<file path="src/rtl/bcd_xs3_codec_if.sv">
// Handshake bundle for the BCD/Excess-3 codec: input word channel and result channel.
interface bcd_xs3_codec_if #(
  parameter int DIGITS = 4
);
  logic                  in_valid;
  logic                  in_ready;
  logic                  in_mode;
  logic [4*DIGITS-1:0]   in_data;
  logic                  out_valid;
  logic                  out_ready;
  logic [4*DIGITS-1:0]   out_data;
  logic [DIGITS-1:0]     out_err_mask;
  logic                  out_err;

  modport slave (
    input  in_valid, in_mode, in_data, out_ready,
    output in_ready, out_valid, out_data, out_err_mask, out_err
  );

  modport master (
    output in_valid, in_mode, in_data, out_ready,
    input  in_ready, out_valid, out_data, out_err_mask, out_err
  );
endinterface

</file>
<file path="src/rtl/bcd_xs3_codec.sv">
// Multi-digit BCD <-> Excess-3 converter, one digit per clock, LSD first.
// The captured word shifts right each CONV cycle so the converter always sees
// nibble 0; results shift in from the top so digit 0 lands at the bottom after
// DIGITS cycles.

module bcd_xs3_digit (
  input  logic       mode,
  input  logic [3:0] d,
  output logic [3:0] q,
  output logic       err
);
  // Single-digit rule: encode d+3 for 0..9, decode d-3 for 3..12, else 0 + error.
  always_comb begin
    q   = 4'h0;
    err = 1'b0;
    if (!mode) begin
      if (d <= 4'd9) q = d + 4'd3;
      else           err = 1'b1;
    end else begin
      if (d >= 4'd3 && d <= 4'd12) q = d - 4'd3;
      else                         err = 1'b1;
    end
  end
endmodule

module bcd_xs3_codec #(
  parameter int DIGITS = 4
) (
  input  logic                  clk,
  input  logic                  rst_n,
  bcd_xs3_codec_if.slave        bus,
  output logic                  busy
);
  localparam int W     = 4 * DIGITS;
  localparam int IDX_W = (DIGITS > 1) ? $clog2(DIGITS) : 1;

  typedef enum logic [1:0] {IDLE, CONV, DONE} state_t;

  state_t              state, next_state;
  logic [W-1:0]        word_q;
  logic [W-1:0]        result_q;
  logic                mode_q;
  logic [DIGITS-1:0]   mask_q;
  logic [IDX_W-1:0]    idx;
  logic [3:0]          dig_q;
  logic                dig_err;
  logic                accept;
  logic                last;
  logic [W+3:0]        res_shift;
  logic [DIGITS:0]     mask_shift;

  bcd_xs3_digit u_digit (
    .mode (mode_q),
    .d    (word_q[3:0]),
    .q    (dig_q),
    .err  (dig_err)
  );

  assign accept     = (state == IDLE) && bus.in_valid;
  assign last       = (idx == IDX_W'(DIGITS - 1));
  assign res_shift  = {dig_q, result_q};
  assign mask_shift = {dig_err, mask_q};

  // State register.
  always_ff @(posedge clk or negedge rst_n) begin
    if (!rst_n) state <= IDLE;
    else        state <= next_state;
  end

  // Next-state: accept in IDLE, walk all digits in CONV, hold DONE until taken.
  always_comb begin
    next_state = state;
    case (state)
      IDLE:    if (bus.in_valid)  next_state = CONV;
      CONV:    if (last)          next_state = DONE;
      DONE:    if (bus.out_ready) next_state = IDLE;
      default:                    next_state = IDLE;
    endcase
  end

  // Datapath: capture on accept, shift one converted digit per CONV cycle.
  always_ff @(posedge clk or negedge rst_n) begin
    if (!rst_n) begin
      word_q   <= '0;
      result_q <= '0;
      mode_q   <= 1'b0;
      mask_q   <= '0;
      idx      <= '0;
    end else begin
      if (accept) begin
        word_q   <= bus.in_data;
        mode_q   <= bus.in_mode;
        result_q <= '0;
        mask_q   <= '0;
        idx      <= '0;
      end else if (state == CONV) begin
        word_q   <= word_q >> 4;
        result_q <= res_shift[W+3:4];
        mask_q   <= mask_shift[DIGITS:1];
        idx      <= last ? '0 : idx + IDX_W'(1);
      end
    end
  end

  assign bus.in_ready     = (state == IDLE);
  assign bus.out_valid    = (state == DONE);
  assign bus.out_data     = result_q;
  assign bus.out_err_mask = mask_q;
  assign bus.out_err      = |mask_q;
  assign busy             = (state != IDLE);
endmodule

</file>
<file path="src/flat_wrapper.sv">
// flat-port wrapper written by rule: the top's interface ports become plain ports
module bcd_xs3_codec_flat 
#(
  parameter int DIGITS = 4
)
  (clk, rst_n, busy, bus_in_valid, bus_in_mode, bus_in_data, bus_out_ready, bus_in_ready, bus_out_valid, bus_out_data, bus_out_err_mask, bus_out_err);
  bcd_xs3_codec_if #(.DIGITS(DIGITS)) bus_i ();
  input  logic clk;
  input  logic rst_n;
  output logic busy;
  input wire logic [$bits(bus_i.in_valid)-1:0] bus_in_valid;
  input wire logic [$bits(bus_i.in_mode)-1:0] bus_in_mode;
  input wire logic [$bits(bus_i.in_data)-1:0] bus_in_data;
  input wire logic [$bits(bus_i.out_ready)-1:0] bus_out_ready;
  output wire logic [$bits(bus_i.in_ready)-1:0] bus_in_ready;
  output wire logic [$bits(bus_i.out_valid)-1:0] bus_out_valid;
  output wire logic [$bits(bus_i.out_data)-1:0] bus_out_data;
  output wire logic [$bits(bus_i.out_err_mask)-1:0] bus_out_err_mask;
  output wire logic [$bits(bus_i.out_err)-1:0] bus_out_err;
  assign bus_i.in_valid = bus_in_valid;
  assign bus_i.in_mode = bus_in_mode;
  assign bus_i.in_data = bus_in_data;
  assign bus_i.out_ready = bus_out_ready;
  assign bus_in_ready = bus_i.in_ready;
  assign bus_out_valid = bus_i.out_valid;
  assign bus_out_data = bus_i.out_data;
  assign bus_out_err_mask = bus_i.out_err_mask;
  assign bus_out_err = bus_i.out_err;
  bcd_xs3_codec #(.DIGITS(DIGITS)) u_core (.clk(clk), .rst_n(rst_n), .bus(bus_i), .busy(busy));
endmodule
</file>
<file path="config.mk">
export PLATFORM = sky130hd
export DESIGN_NAME = bcd_xs3_codec_flat
export DESIGN_NICKNAME = d
export VERILOG_FILES = /design/src/rtl/bcd_xs3_codec_if.sv /design/src/rtl/bcd_xs3_codec.sv /design/src/flat_wrapper.sv
export SDC_FILE = /design/constraint.sdc
export NUM_CORES = 1
export LEC_CHECK = 0
export BUFFER_PORTS_ARGS = -buffer_cell sky130_fd_sc_hd__buf_2
export CORE_UTILIZATION = 48
export DETAILED_ROUTE_END_ITERATION = 10
export GPL_ROUTABILITY_DRIVEN = 0
export GPL_TIMING_DRIVEN = 0
export PLACE_DENSITY_LB_ADDON = 0.1
export SLEW_MARGIN = 10
export SYNTH_ARGS = -nofsm -noshare
export SYNTH_HDL_FRONTEND = slang
export SYNTH_HIERARCHICAL = 1
export SYNTH_SLANG_ARGS = --single-unit
</file>
<file path="constraint.sdc">
create_clock -name clk -period 2 [get_ports clk]
set_input_delay 0.2 -clock clk [delete_from_list [all_inputs] [get_ports clk]]
set_output_delay 0.2 -clock clk [all_outputs]
set_load 0.03 [all_outputs]
</file>
==> results.txt, run 1 <==
- Status: finished, final reports clean
* Startpoint kind of the worst setup timing path: flop
- Once the clock tree was built, the setup fixing pass inserted 0 buffers.
- Overall via count from detail_route: 1543
* Number of enable flip-flop cells after synthesis: 0
* Std-Cell Core Area: 4030 um^2
* Shortest period the worst path allows: 1.83 ns
* Area delta synth->final: 19.7%
- Global routing finished with a remaining overflow of 0.
- Bufs on Longest Clock Path: 2
- On the critical path, the stage with the largest delay is an instance of sky130_fd_sc_hd__dfrtp_1.
* Total Neg Setup Slack: 0 ns
- For this design, the CTS-stage hold fixing added 0 buffers.
* Clock-pin transition on the worst setup and hold timing paths: 0.08 ns
* Total of flip-flops plus latches after synthesis: 41
- In this run, post-CTS repair resized a total of 0 instances.
* Crit path buffers/inverters: 3
- OpenSTA, run right after detailed placement, puts the worst setup slack at 0.317 ns.
* Top Ports: 45
- Overall die area: 4460 um^2
* Most instantiated library cell after synthesis: sky130_fd_sc_hd__dfrtp_1
- After the first detailed-routing iteration, the DRC count stood at 138.
- Number of nets in the layout: 249
* Die outline height: 66.8 um
* Vias in the first global route: 1469
- The initial utilization of the core area, before any placement, comes to 50.0%.
- Number of unique standard cell types used by synthesis: 44
* Row count: 23
* Fraction of layout cells with a size suffix above 1: 33.3%
- Class of the tightest hold or removal check: in2async
* Ant diodes: 0
- Clock tree synthesis inserted a total of 5 buffers.
* Number of endpoints with negative hold slack in the final report: 0
- Synth top area share: 50.9%
- After detailed routing, the average wire length per cell comes to 15.1 um.
- Final standard cell utilization of the core: 59.9%
- From left edge to right edge, the die measures 66.8 um.
- A synthesized cell averages 11.6 um^2.
* Pin count of the biggest net entering global routing: 42
- Max Transition Viols Final: 0
* Worst path arrival time: 1.63 ns
* Ranking of synthesized cells by instance count: sky130_fd_sc_hd__dfrtp_1 (41), sky130_fd_sc_hd__a22o_1 (22), sky130_fd_sc_hd__inv_1 (16), sky130_fd_sc_hd__nor2b_1 (10), sky130_fd_sc_hd__a222oi_1 (8)
- Maximum clock skew at final layout: 0.00363 ns
* Fin worst setup slack: 0.165 ns
- In this run the worst path has a maximum fanout of 10.
- In the finished design, the share of the clock period the worst path needs comes to 91.7%.
- Cell type group with the largest total delay on the critical path: buffers and inverters
* Clk_lat worst skew: 0.29 ns
- WS Path Type: reg2out
* Synthesized instance count: 174
- Critical path, cell by cell: buf_6 -> buf_2 -> nor2_2 -> buf_2
- The clock net in this run drives a total of 41 sinks.
- Dominant cells by area after synthesis: sky130_fd_sc_hd__dfrtp_1 (51%), sky130_fd_sc_hd__a22o_1 (9.6%), sky130_fd_sc_hd__a222oi_1 (4.0%)
* CTS tree: built
* Average via count per standard cell: 5.61
* Number of buffers added on ports: 43
- In this run the power density over the cells is 1870 nW/um^2.
- In this run the static leakage power is 1.18 nW.
* Crit-path most repeated cell: sky130_fd_sc_hd__buf_2
* Main synth FF type: sky130_fd_sc_hd__dfrtp_1
- Wirelength, routed: 4150 um
* Worst slew margin: 42.6%
- Clock Tree Root: sky130_fd_sc_hd__clkbuf_8
* Worst vdd rail ir drop: 0.744 mV
* Remaining routing DRC violations: 0
* Slowest Stage Delay on Critical Path: 0.38 ns
* Top achievable clock speed: 0.545 GHz
* Initial antenna violation count: 0
* HPWL after detailed placement: 3040 um
* Max H-tree Level: 2
* Sequential share of the synthesized area: 50.9%
- Setup violations remaining at the end of the flow were counted as 0.
* Max cap viols: 0
- Of all cell types, the one taking the most synthesized area is sky130_fd_sc_hd__dfrtp_1.
- The first detailed-routing pass took 5 iterations.
- All-Layer GR Usage: 21.0%
- Summing every instance area after synthesis gives 2020 um^2.
- Synthesis Warnings: 6
* First-pass GRT wire length: 6890 um
- Syn_nets: 199
- STA puts the critical path data required time at 1.80 ns.
* Asr flop ratio synth: 100%
- For the pin with the worst max-slew slack, the measured transition is 0.862 ns.
- Post-route antenna net violation count: 0
- Setup repair after global routing left no endpoint under its margin.
- Kind of end point of the critical path: output pin
[registers in the layout (all words and copies together) (netlist names)]
signal	flops
u_core/bus.out_data	16
u_core/word_q	16
u_core/bus.out_err_mask	4
u_core/idx	2
u_core/state	2
u_core/mode_q	1
[cell families (layout without fill, tap and decap cells)]
kind of cell,Yosys count,after routing,synth area share [%]
buffers and inverters,30,81,7.70
AO/OA/AOI/OAI,56,56,24.5
flip-flops,41,41,50.9
AND/OR/NAND/NOR,40,40,12.7
adder cells (fa/ha/maj),4,4,2.48
multiplexers,3,3,1.80
[power breakdown]
group          leakage (nW)  switching [mW]  total [mW]  internal [mW]
clock                0.0574           0.280       0.685          0.406
sequential            0.521           0.249        1.44           1.19
combinational         0.603            1.36        2.39           1.03
total                  1.18            1.89        4.52           2.63
[final cells by class]
type                    count  area [um^2]
plain buffers              14         95.1
clock buffers               6         82.6
multi-input cells         103          835
repair buffers             43          215
clock inverters             2         37.5
well taps                  50         62.6
flip-flops and latches     41         1030
fillers                   340         1620
inverters                  16         60.1
[cell usage in the layout, fill, tap and decap left out, types with 2 or more instances in the layout]
cell                       instances
sky130_fd_sc_hd__a21oi_1           3
sky130_fd_sc_hd__a222oi_1          8
sky130_fd_sc_hd__a22o_1           22
sky130_fd_sc_hd__buf_2            50
sky130_fd_sc_hd__buf_4             3
sky130_fd_sc_hd__buf_6             3
sky130_fd_sc_hd__clkbuf_8          6
sky130_fd_sc_hd__dfrtp_1          41
sky130_fd_sc_hd__ha_1              4
sky130_fd_sc_hd__inv_1            16
sky130_fd_sc_hd__nand2_1           6
sky130_fd_sc_hd__nand2b_1          2
sky130_fd_sc_hd__nand3b_1          4
sky130_fd_sc_hd__nor2_1            3
sky130_fd_sc_hd__nor2b_1          10
sky130_fd_sc_hd__nor3_1            2
sky130_fd_sc_hd__o221a_2           4
sky130_fd_sc_hd__o221ai_1          4
sky130_fd_sc_hd__o22ai_1           2
sky130_fd_sc_hd__or2_1             2
sky130_fd_sc_hd__or4b_1            4
[metrics by stage]
stage / total power [mW] / cells / hold WS [ns] / cell area (um^2)
after CTS: 4.54 / 275 / 0.0566 / 2410
after floorplan: 3.26 / 174 / -0.0956 / 2020
after global routing: 4.84 / 275 / 0.0806 / 2410
after global placement: 3.76 / 267 / 0.360 / 2290
final: 4.52 / 275 / 0.0178 / 2410
after detailed placement: 3.85 / 267 / 0.374 / 2290
[worst reg2reg max path, stage by stage, from the launching register on]
cell	delay, ns
sky130_fd_sc_hd__dfrtp_1	0.44
sky130_fd_sc_hd__inv_1	0.08
sky130_fd_sc_hd__ha_1	0.29
sky130_fd_sc_hd__o21bai_1	0.21
sky130_fd_sc_hd__o22ai_1	0.11
sky130_fd_sc_hd__a211o_1	0.26
sky130_fd_sc_hd__a22o_1	0.21
[path summary, 6_finish.rpt]
path                                        from                      end  slack (ns)  cells after the start
worst max-delay path             u_core/state[0]             bus_in_ready        0.17                      4
worst min-delay path                       rst_n            u_core/mode_q        0.02                      1
worst max register to register  u_core/word_q[0]  u_core/bus.out_data[15]        0.30                      6
worst min register to register     u_core/mode_q            u_core/mode_q        0.50                      1
max in group asynchronous                  rst_n        u_core/word_q[14]        1.44                      1
min in group clk                     bus_in_mode            u_core/mode_q        0.12                      2
[metal layers]
metal / GRT usage, % / wire length (um) / part of all wire, % / vias up
met4: 5.59 / 48 / 1.2 / 0
li1: - / - / - / 750
met5: 0 / 0 / 0 / -
met1: 28.3 / 1860 / 45 / 736
met3: 5.82 / 236 / 5.7 / 7
met2: 33.1 / 2010 / 48 / 50
Power figures use the tool's default switching activity.
==> run 2: changes to the inputs <==
- PLACE_DENSITY_LB_ADDON: 0.1 -> 0.12
==> results.txt, run 2 (synthesis results as in run 1) <==
- The flow ran to the end, and the final reports show no timing, DRC or antenna violations.
* Die outline height: 66.8 um (unchanged)
- Top library cells by usage in the layout, fill and taps aside: sky130_fd_sc_hd__buf_2 (50), sky130_fd_sc_hd__dfrtp_1 (41), sky130_fd_sc_hd__a22o_1 (22)
- The peak supply drop was 0.767 mV (+3.1%).
- The worst register-to-register path begins at u_core/word_q[0].
* All-Layer GR Usage: 21.6% (+0.58 points)
- Post-CTS Setup Bufs: 0 (unchanged)
* Max Transition Viols Final: 0 (unchanged)
- Reg-to-reg endpoint: u_core/bus.out_data[13]
- Wirelength, routed: 4310 um (+4.0%)
- The total clock sinks came to 41 (unchanged).
- Iteration count of the initial detailed-routing pass: 7 (+2)
* Cell total after placement: 267 (unchanged)
- The fraction of final layout cells sized beyond drive strength 1 is 33.3% (unchanged).
* Pin count of the biggest net entering global routing: 42 (unchanged)
- Vias in the first global route: 1445 (-1.6%)
- The clock slew at the register clock pins of the worst setup and hold paths is 0.08 ns (about the same).
- The number of hold violations in the final report is 0 (unchanged).
* Width of the die: 66.8 um (unchanged)
* Row count: 23 (unchanged)
- CTS tree: built
- The number of buffers on the longest clock path was 2 (unchanged).
* Average via count per standard cell: 5.80 (+3.4%)
* Worst slew pin tran: 0.887 ns (+0.0258 ns)
- Maximum clock skew at final layout: 0.00453 ns (+0.000904 ns)
- Clk_lat worst skew: 0.29 ns (about the same)
- The final setup violation count came to 0 (unchanged).
* Worst path arrival time: 1.61 ns (-0.02 ns)
- The number of cells on the worst reg-to-reg path was 6 (unchanged).
- The number of remaining DRC errors came to 0 (unchanged).
- The mean routed wirelength per cell is 15.7 um (+4.0%).
- Final standard cell utilization of the core: 60.3% (+0.43 points)
- Number of nets in the layout: 249 (unchanged)
- The initial core utilization came to 50.0% (unchanged).
- The maximum level of the CTS H-tree is 2 (unchanged).
* Kind of end point of the critical path: output pin
- From synthesis to final layout, the design area changed by 20.6%.
* Required arrival time at the worst endpoint: 1.80 ns (about the same)
- The die outline area was 4460 um^2 (unchanged).
* Number of buffers created by CTS: 5 (unchanged)
- The tree is rooted in a sky130_fd_sc_hd__clkbuf_8.
- Post-cts gate resize count: 0 (unchanged)
* First DRT Iteration DRCs: 216 (+57%)
- The initial antenna violation count is 0 (unchanged).
- Worst Path Max Fanout: 10 (unchanged)
- Leakage: 1.19 nW (+0.96%)
- Overall via count from detail_route: 1596 (+3.4%)
- Count of hold buffers inserted by post-cts repair: 0 (unchanged)
- Max cap viols: 0 (unchanged)
- Total Neg Setup Slack: 0 ns (unchanged)
- The worst-case register-to-register setup slack is 0.27 ns (-0.03 ns).
- The path class of the tightest hold or removal check is in2async.
* Hold_ws: 0.0310 ns (+0.0132 ns)
- The remaining global-route overflow came to 0 (unchanged).
* Post-route antenna net violation count: 0 (unchanged)
- The total core area is 4030 um^2 (unchanged).
* Number of buffers added on ports: 43 (unchanged)
- Total power after layout: 4.64 mW (+2.8%)
- WS Path Type: reg2out
- Top Ports: 45 (unchanged)
- The library cell used most frequently in the layout, excluding fill and tap cells, is sky130_fd_sc_hd__buf_2.
- Final Non-Filler Cells: 275 (unchanged)
- Shortest period the worst path allows: 1.81 ns (-0.0222 ns)
- Ant diodes: 0 (unchanged)
- HPWL after detailed placement: 3080 um (+1.4%)
- First-pass GRT wire length: 7050 um (+2.3%)
* Portion of the clock cycle consumed by the worst path in the final layout: 90.6% (-1.1 points)
- STA classifies the critical path startpoint as a flop.
- Ratio of total power to cell area: 1910 nW/um^2 (+2.1%)
* Unrepaired setup endpoints after global routing: false
- Top achievable clock speed: 0.552 GHz (+1.2%)
- Worst slew margin: 40.8% (-1.7 points)
[run 2: changes by cell type in the layout (fill, tap and decap cells not counted)]
cell / previous run / this run
sky130_fd_sc_hd__bufinv_16: 1 / 2
sky130_fd_sc_hd__clkbuf_8: 6 / 5
sky130_fd_sc_hd__clkinvlp_4: 1 / 0
sky130_fd_sc_hd__inv_6: 0 / 1
[run 2: worst max path at each step]
stage,startpoint,to,slack (ns),depth (start not counted)
after global placement,u_core/word_q[0],u_core/bus.out_data[13],0.35,6
after detailed placement,u_core/word_q[0],u_core/bus.out_data[13],0.28,6
after floorplan,u_core/state[0],busy,0.43,4
final,u_core/state[0],bus_in_ready,0.19,4
after global routing,u_core/state[0],bus_in_ready,0.12,4
after CTS,u_core/state[0],bus_in_ready,0.17,4
[run 2: layout make-up]
| cell class | count | area [um^2] |
|---|---|---|
| fillers | 343 | 1600 |
| repair buffers | 43 | 215 |
| well taps | 50 | 62.6 |
| flip-flops and latches | 41 | 1030 |
| clock inverters | 3 | 68.8 |
| clock buffers | 5 | 68.8 |
| multi-input cells | 103 | 835 |
| plain buffers | 14 | 95.1 |
| inverters | 16 | 60.1 |
[run 2: metrics by stage]
stage               worst slack (ns)  cell area, um^2
global placement               0.347             2290
finish                         0.188             2430
detailed placement             0.284             2290
global route                   0.118             2430
floorplan                      0.426             2020
CTS                            0.171             2430
[run 2: where the power goes]
part / total, mW / switching, mW / internal [mW] / leakage, nW
combinational: 2.38 / 1.35 / 1.03 / 0.603
sequential: 1.46 / 0.271 / 1.19 / 0.521
clock: 0.796 / 0.294 / 0.502 / 0.0687
[run 2: layer usage]
layer	wire [um]	up-vias	GRT usage, %
met5	0	-	0
met4	57	0	7.18
met3	211	6	5.14
met2	2090	56	34.2
met1	1950	777	28.9
li1	-	757	-
[run 2: critical path, cell delays in order, from the launching register on]
cell,delay [ns]
sky130_fd_sc_hd__dfrtp_1,0.38
sky130_fd_sc_hd__buf_6,0.14
sky130_fd_sc_hd__buf_2,0.18
sky130_fd_sc_hd__nor2_2,0.34
sky130_fd_sc_hd__buf_2,0.28
==> run 3: changes to the inputs <==
- BUFFER_PORTS_ARGS: -buffer_cell sky130_fd_sc_hd__buf_2 -> -buffer_cell sky130_fd_sc_hd__clkbuf_2
- SLEW_MARGIN: 10 -> 25
==> results.txt, run 3 (synthesis results as in run 1) <==
* Status: finished, final reports clean
* Post-cts gate resize count: 0 (unchanged)
* Maximum clock skew at final layout: 0.00655 ns (+0.00202 ns)
* Switching power: 1.91 mW (-0.62%)
- The library cell used most frequently in the layout, excluding fill and tap cells, is sky130_fd_sc_hd__clkbuf_2.
* Portion of total power attributed to the clock network: 15.2% (-2.0 points)
- Number of buffers created by CTS: 5 (unchanged)
* Number of buffers added on ports: 43 (unchanged)
- The number of hold violations in the final report is 0 (unchanged).
- Effective utilization at floorplan: 50.0% (unchanged)
- Pre-CTS setup slack: 0.267 ns (-0.0164 ns)
- TritonCTS sink count: 41 (unchanged)
* First DRT Iteration DRCs: 196 (-9.3%)
- The worst slew margin relative to its limit is 40.3% (-0.51 points).
- The power density normalized to cell area was 1880 nW/um^2 (-1.7%).
* Iteration count of the initial detailed-routing pass: 4 (-3)
- The die width came to 66.8 um (unchanged).
- Startpoint kind of the worst setup timing path: flop
- Leakage: 1.18 nW (-1.5%)
- Top achievable clock speed: 0.549 GHz (-0.42%)
- Worst r2r path cells: 6 (unchanged)
- The worst hold margin is 0.0305 ns (-0.000559 ns).
* Wirelength, routed: 4230 um (-1.9%)
* Remaining routing DRC violations: 0 (unchanged)
- The slack of the critical path is 0.180 ns (-0.00768 ns).
- The total core area was 4030 um^2 (unchanged).
* Clock-pin transition on the worst setup and hold timing paths: 0.08 ns (about the same)
* Average via count per standard cell: 5.67 (-2.3%)
- Switch share: 42.1% (+0.77 points)
- The post-DP HPWL was 3050 um (-1.0%).
- CTS tree: built
* Worst vdd rail ir drop: 0.713 mV (-7.0%)
- The shortest period the worst path allows is 1.82 ns (+0.00768 ns).
* Post-route antenna net violation count: 0 (unchanged)
- The part of the power in combinational logic is 52.5% (+1.2 points).
- The initial antenna violation count is 0 (unchanged).
* Max cap viols: 0 (unchanged)
- The number of nets in the final layout was 249 (unchanged).
- Seq pwr share: 32.3% (+0.8 points)
* Count of filler cells inserted in the layout: 334 (-2.6%)
* Cell total after placement: 267 (unchanged)
* Worst slew pin tran: 0.895 ns (+0.00770 ns)
- WS Path Type: reg2out
- Kind of end point of the critical path: output pin
* Per-cell routed wire length: 15.4 um (-1.9%)
- The worst hold path belongs to the class in2async.
- The final design instance area without fill was 2410 um^2 (-0.72%).
* Pin count of the biggest net entering global routing: 42 (unchanged)
- The overall power of the completed layout is 4.53 mW (-2.4%).
* Required arrival time at the worst endpoint: 1.80 ns (about the same)
- The die outline area is 4460 um^2 (unchanged).
- Internal Power: 2.62 mW (-3.7%)
- The final max-slew violation count came to 0 (unchanged).
- Number of setup violations in the final report: 0 (unchanged)
- Final standard cell utilization of the core: 59.9% (-0.43 points)
- Final Non-Filler Cells: 275 (unchanged)
* Total Neg Setup Slack: 0 ns (unchanged)
- Worst Path Max Fanout: 10 (unchanged)
- Clock Tree Root: sky130_fd_sc_hd__clkbuf_8
* Count of hold buffers inserted by post-cts repair: 0 (unchanged)
- The area of placed instances was 2290 um^2 (unchanged).
* Max H-tree Level: 2 (unchanged)
* Portion of the clock cycle consumed by the worst path in the final layout: 91.0% (+0.38 points)
* Bufs on Longest Clock Path: 2 (unchanged)
* Ant diodes: 0 (unchanged)
* Clk_lat worst skew: 0.29 ns (about the same)
- The remaining global-route overflow came to 0 (unchanged).
- Overall via count from detail_route: 1559 (-2.3%)
- First-pass GRT wire length: 6990 um (-0.88%)
- Die outline height: 66.8 um (unchanged)
- The fraction of final layout cells sized beyond drive strength 1 came to 33.3% (unchanged).
- Post-CTS Setup Bufs: 0 (unchanged)
* All-Layer GR Usage: 21.5% (-0.14 points)
- The number of rows created at floorplan is 23 (unchanged).
* Top Ports: 45 (unchanged)
- Top library cells by usage in the layout, fill and taps aside: sky130_fd_sc_hd__clkbuf_2 (42), sky130_fd_sc_hd__dfrtp_1 (41), sky130_fd_sc_hd__a22o_1 (22)
- The via count of the first global-routing pass came to 1455 (+0.69%).
- Unrepaired setup endpoints after global routing: false
- Worst path arrival time: 1.62 ns (about the same)
- Area delta synth->final: 19.7%
-- run 3: worst paths after layout --
kind | to | from | slack, ns
hold reg to reg | u_core/mode_q | u_core/mode_q | 0.49
setup / recovery | bus_in_ready | u_core/state[0] | 0.18
setup reg to reg | u_core/bus.out_data[13] | u_core/word_q[0] | 0.24
min in group clk | u_core/mode_q | bus_in_mode | 0.13
max in group asynchronous | u_core/word_q[9] | rst_n | 1.41
hold / removal | u_core/bus.out_err_mask[3] | rst_n | 0.03
-- run 3: power by group through the flow --
stage | Combinational [mW] | Sequential (mW) | Clock, mW
floorplan | 1.54 | 1.72 | 0
global placement | 2.30 | 1.46 | 0
detailed placement | 2.37 | 1.48 | 0
CTS | 2.38 | 1.46 | 0.699
global route | 2.60 | 1.51 | 0.757
finish | 2.38 | 1.46 | 0.687
-- run 3: final cells by class --
type / instances / area, um^2 / area share, %
clock inverters: 2 / 37.5 / 1.56
inverters: 16 / 60.1 / 2.49
multi-input cells: 103 / 835 / 34.6
well taps: 50 / 62.6 / 2.59
plain buffers: 14 / 95.1 / 3.94
repair buffers: 43 / 215 / 8.92
clock buffers: 6 / 82.6 / 3.42
flip-flops and latches: 41 / 1030 / 42.5
-- run 3: worst max-delay path: stages, from the launching register on --
cell and delay (ns):
sky130_fd_sc_hd__dfrtp_1 0.38, sky130_fd_sc_hd__buf_6 0.14, sky130_fd_sc_hd__buf_2 0.18, sky130_fd_sc_hd__nor2_2 0.35
sky130_fd_sc_hd__clkbuf_2 0.28
-- run 3: layer usage --
layer | share of wire, % | track usage [%] | vias to the layer above
met1 | 46 | 28.9 | 758
met4 | 1.2 | 8.51 | 0
li1 | - | - | 753
met2 | 49 | 32.6 | 43
met3 | 3.6 | 5.82 | 5
met5 | 0 | 0 | -
